===== src/rtl/sat_counter.sv =====
// Saturating up-counter with synchronous clear; clear has priority over increment.
module sat_counter #(
   parameter int W = 16
) (
   input  logic         clk,
   input  logic         rst_n,
   input  logic         inc,
   input  logic         clr,
   output logic [W-1:0] cnt
);

   logic [W-1:0] cnt_q;
   logic [W-1:0] cnt_d;

   always_comb begin
      cnt_d = cnt_q;
      if (clr) begin
         cnt_d = '0;
      end else if (inc && (cnt_q != {W{1'b1}})) begin
         cnt_d = cnt_q + W'(1);
      end else begin
         cnt_d = cnt_q;
      end
   end

   always_ff @(posedge clk or negedge rst_n) begin
      if (!rst_n) begin
         cnt_q <= '0;
      end else begin
         cnt_q <= cnt_d;
      end
   end

   assign cnt = cnt_q;

endmodule


===== config.mk =====
export PLATFORM = sky130hd
export DESIGN_NAME = sat_counter
export DESIGN_NICKNAME = d
export VERILOG_FILES = /design/src/rtl/sat_counter.sv
export SDC_FILE = /design/constraint.sdc
export NUM_CORES = 1
export LEC_CHECK = 0
export ABC_AREA = 1
export BUFFER_PORTS_ARGS = -buffer_cell sky130_fd_sc_hd__buf_2
export CORE_MARGIN = 2
export CORE_UTILIZATION = 53
export CTS_CLUSTER_DIAMETER = 30
export DETAILED_ROUTE_END_ITERATION = 7
export GPL_TIMING_DRIVEN = 0
export PLACE_DENSITY_LB_ADDON = 0.1
export SLEW_MARGIN = 15
export SYNTH_ARGS = -nofsm -noshare
export SYNTH_HDL_FRONTEND = slang
export SYNTH_SLANG_ARGS = --single-unit

===== constraint.sdc =====
create_clock -name clk -period 1.8 [get_ports clk]
set_input_delay 0.36 -clock clk [delete_from_list [all_inputs] [get_ports clk]]
set_output_delay 0.36 -clock clk [all_outputs]
set_load 0.01 [all_outputs]

==> flow_summary.yaml <==
critical_path:
  cp_slowest_stage_delay_ps: 420
  critPathBufInv: 2
  reg2reg_slack_ps: 160
  arrival_ps: 1880
  cp-end-kind: "register"
  start_kind: "register"
  slowest_stage: "dfrtp_1"
  path_max_fanout: 10
  critPathKind: "reg2reg"
  path_cells: "ha_1 -> nand2_2 -> nor2_4 -> nand2_4 -> o21ai_4 -> nand2_4 -> inv_4 -> buf_12 -> nand2_1 -> nand2_1"
  critical_path.top_delay_family: "simple AND/OR/NAND/NOR gates"
  worstPathRequired_ps: 2040
global_routing:
  use_met3_pct: 3.333
  grt_pass1_vias: 828
  overflow: 0
  met1_usage_pct: 29.84
  antenna_found_initial: 0
  grt_pass1_wl_mm: 3.519
  busiest_layer: "met2"
  grt_use_total_pct: 22.15
  met2_usage_pct: 33.68
  grt_max_degree: 17
timing:
  rsz0062_at_grt: "no"
  min_period_ps: 1642
  hold_ws_ps: 335.2
  finalHoldViolations: 0
  layout_setup_ws_ps: 158.0
  min_period_over_period_pct: 91.22
  slew_headroom_pct: 67.07
  max_freq_ghz: 0.6090
  setup_viol: 0
  finalSetupTns_ps: 0
  slew_violations: 0
  worst_slew_pin_slew_ps: 494.0
  skew_ps: 6.306
place:
  post_dp_cell_area_mm2: 0.001166
  dp_slack_ps: 75.65
  place_congestion: 0.8450
  portBuffers: 19
  place_hpwl_mm: 1.684
logic_synthesis:
  yosysUniqueCellTypes: 23
  synth_nets: 149
  synth-compound-area-share_pct: 5.428
  yosys-mux-area-fraction_pct: 0
  synth_fa_ha_area_share_pct: 1.206
  yosys.area_share.simple_pct: 42.82
  syn-instance-count: 144
  synth_top_family_by_area: "simple AND/OR/NAND/NOR gates"
  netlist_area_mm2: 0.001037
  yosysSeqAreaShare_pct: 38.60
  post_synth_xor_area_fraction_pct: 4.222
  yosysWarnings: 0
  synth.avg_cell_area_um2: 7.203
  synth_seq_cells: 16
clocking:
  htree_levels: 1
  cts_tree: "built"
  cts-root-buf: "clkbuf_4"
  clk_path_buf_depth: 2
  clk_pin_slew_ps: 100
  cts.sinks: 16
  clkLatencyLatePin_ps: 300
  numCtsBuffers: 3
pwr:
  p_leak_nw: 0.6451
  power_density_mw_per_mm2: 554.7
  switching_share_pct: 24.88
  peakVddDrop_mv: 0.4444
  p_comb_share_pct: 8.7
  switchingPower_mw: 0.1680
  seqPwrFrac_pct: 54.4
  internal-power_mw: 0.5073
  pwr-share-clk_pct: 36.9
die:
  die_area_mm2: 0.002327
  core_mm2: 0.001902
  fp-row-count: 16
  die_w_um: 48.24
  start_util_pct: 54.54
  die_h_um: 48.24
  io_pins: 20
drt:
  wl_mm: 2.247
  wl_per_cell_um: 11.52
  first_iter_violations: 11
  routed-via-count: 980
  drc: 0
  drtPass1Iterations: 4
  viasPerCell: 5.026
  postRouteAntennaNets: 0
job:
  drv_cap: 0
finish:
  layout.nets: 174
  postLayoutCoreUtil_pct: 64.01
  largest_reg_flops: 16
  finish.instance_area_mm2: 0.001217
  diodes: 0
  drive_gt1_share_pct: 21.43
  area_growth_pct: 17.37
hold_path:
  hold_class: "in2reg"
run_status:
  outcome: "finished clean"
timing repair:
action                                  CTS  global route
gates resized for setup                   0             3
endpoints found under the setup margin    0            10
hold endpoints to repair                 16             0
hold buffers                              1             0
buffers inserted                          0             0
metrics by stage:
step | power, mW | std cells
after floorplan | 0.4070 | 144
after global placement | 0.4306 | 190
after detailed placement | 0.4310 | 190
after CTS | 0.6801 | 195
after global routing | 0.7028 | 195
final | 0.6753 | 195
cells in the mapped netlist:
library cell	number	area share, %
nand2_1	55	20
inv_4	1	0.60
a21oi_1	1	0.48
nand4_1	9	5.4
xnor2_1	2	1.7
nand2_4	2	2.2
o21ai_0	4	1.9
o21ai_4	1	1.6
nor2_4	2	2.2
buf_1	1	0.36
nor3_1	1	0.48
nand3_1	12	5.8
buf_2	1	0.48
inv_1	11	4.0
dfrtp_1	16	39
buf_12	1	1.9
nand2_2	2	1.2
or2_2	1	0.60
nor2_1	14	5.1
xor2_1	3	2.5
ha_1	1	1.2
o21bai_1	2	1.4
inv_2	1	0.36
cell type report:
class	instances	area, µm²
well taps	27	33.78
inverters	13	51.30
repair buffers	20	105.1
clock buffers	4	36.28
flip-flops and latches	16	400.4
plain buffers	3	31.28
multi-input cells	112	559.3
fillers	181	684.4
logic make-up after synthesis:
group,count (synthesis)
buffers and inverters,16
adders and majority gates,1
DFF,16
and+or+nand+nor,98
AOI/OAI and AO/OA,8
xor gates and xnor gates,5
placed cells by master, fill, tap and decap left out, types with 3 or more instances in the layout:
cell type,netlist,routed
buf_2,1,19
clkbuf_4,0,3
dfrtp_1,16,16
inv_1,11,11
nand2_1,55,55
nand3_1,12,12
nand4_1,9,9
nor2_1,14,13
o21ai_0,4,4
xor2_1,3,3
worst register-to-register path, stage by stage, from the launching register on:
cell and delay [ps]:
dfrtp_1 420, ha_1 200, nand2_2 90, nor2_4 180, nand2_4 90, o21ai_4 180
nand2_4 90, inv_4 90, buf_12 130, nand2_1 50, nand2_1 50
routing by layer:
metal  routed length [µm]  vias up  share of wire, %
met2                 1035       20                46
met5                    0        -                 0
met4                   63        0               2.8
met3                   82        6               3.6
met1                 1066      446                47
li1                     -      508                 -
final timing paths:
| path | start | cells after the start | endpoint |
|---|---|---|---|
| max | cnt[1] | 10 | cnt[7] |
| min | clr | 4 | cnt[4] |
| min in group asynchronous | rst_n | 2 | cnt[6] |
| max reg2reg | cnt[1] | 10 | cnt[7] |
| max in group asynchronous | rst_n | 2 | cnt[10] |
| min reg2reg | cnt[14] | 2 | cnt[14] |
power groups by stage:
stage	combinational, mW	clock, mW	sequential (mW)
after global routing	0.0665	0.268	0.369
after CTS	0.0584	0.254	0.368
after global placement	0.0561	0	0.374
final	0.0585	0.249	0.367
after floorplan	0.0309	0	0.376
after detailed placement	0.0563	0	0.375
No activity file was read; power rests on OpenSTA's default activity.
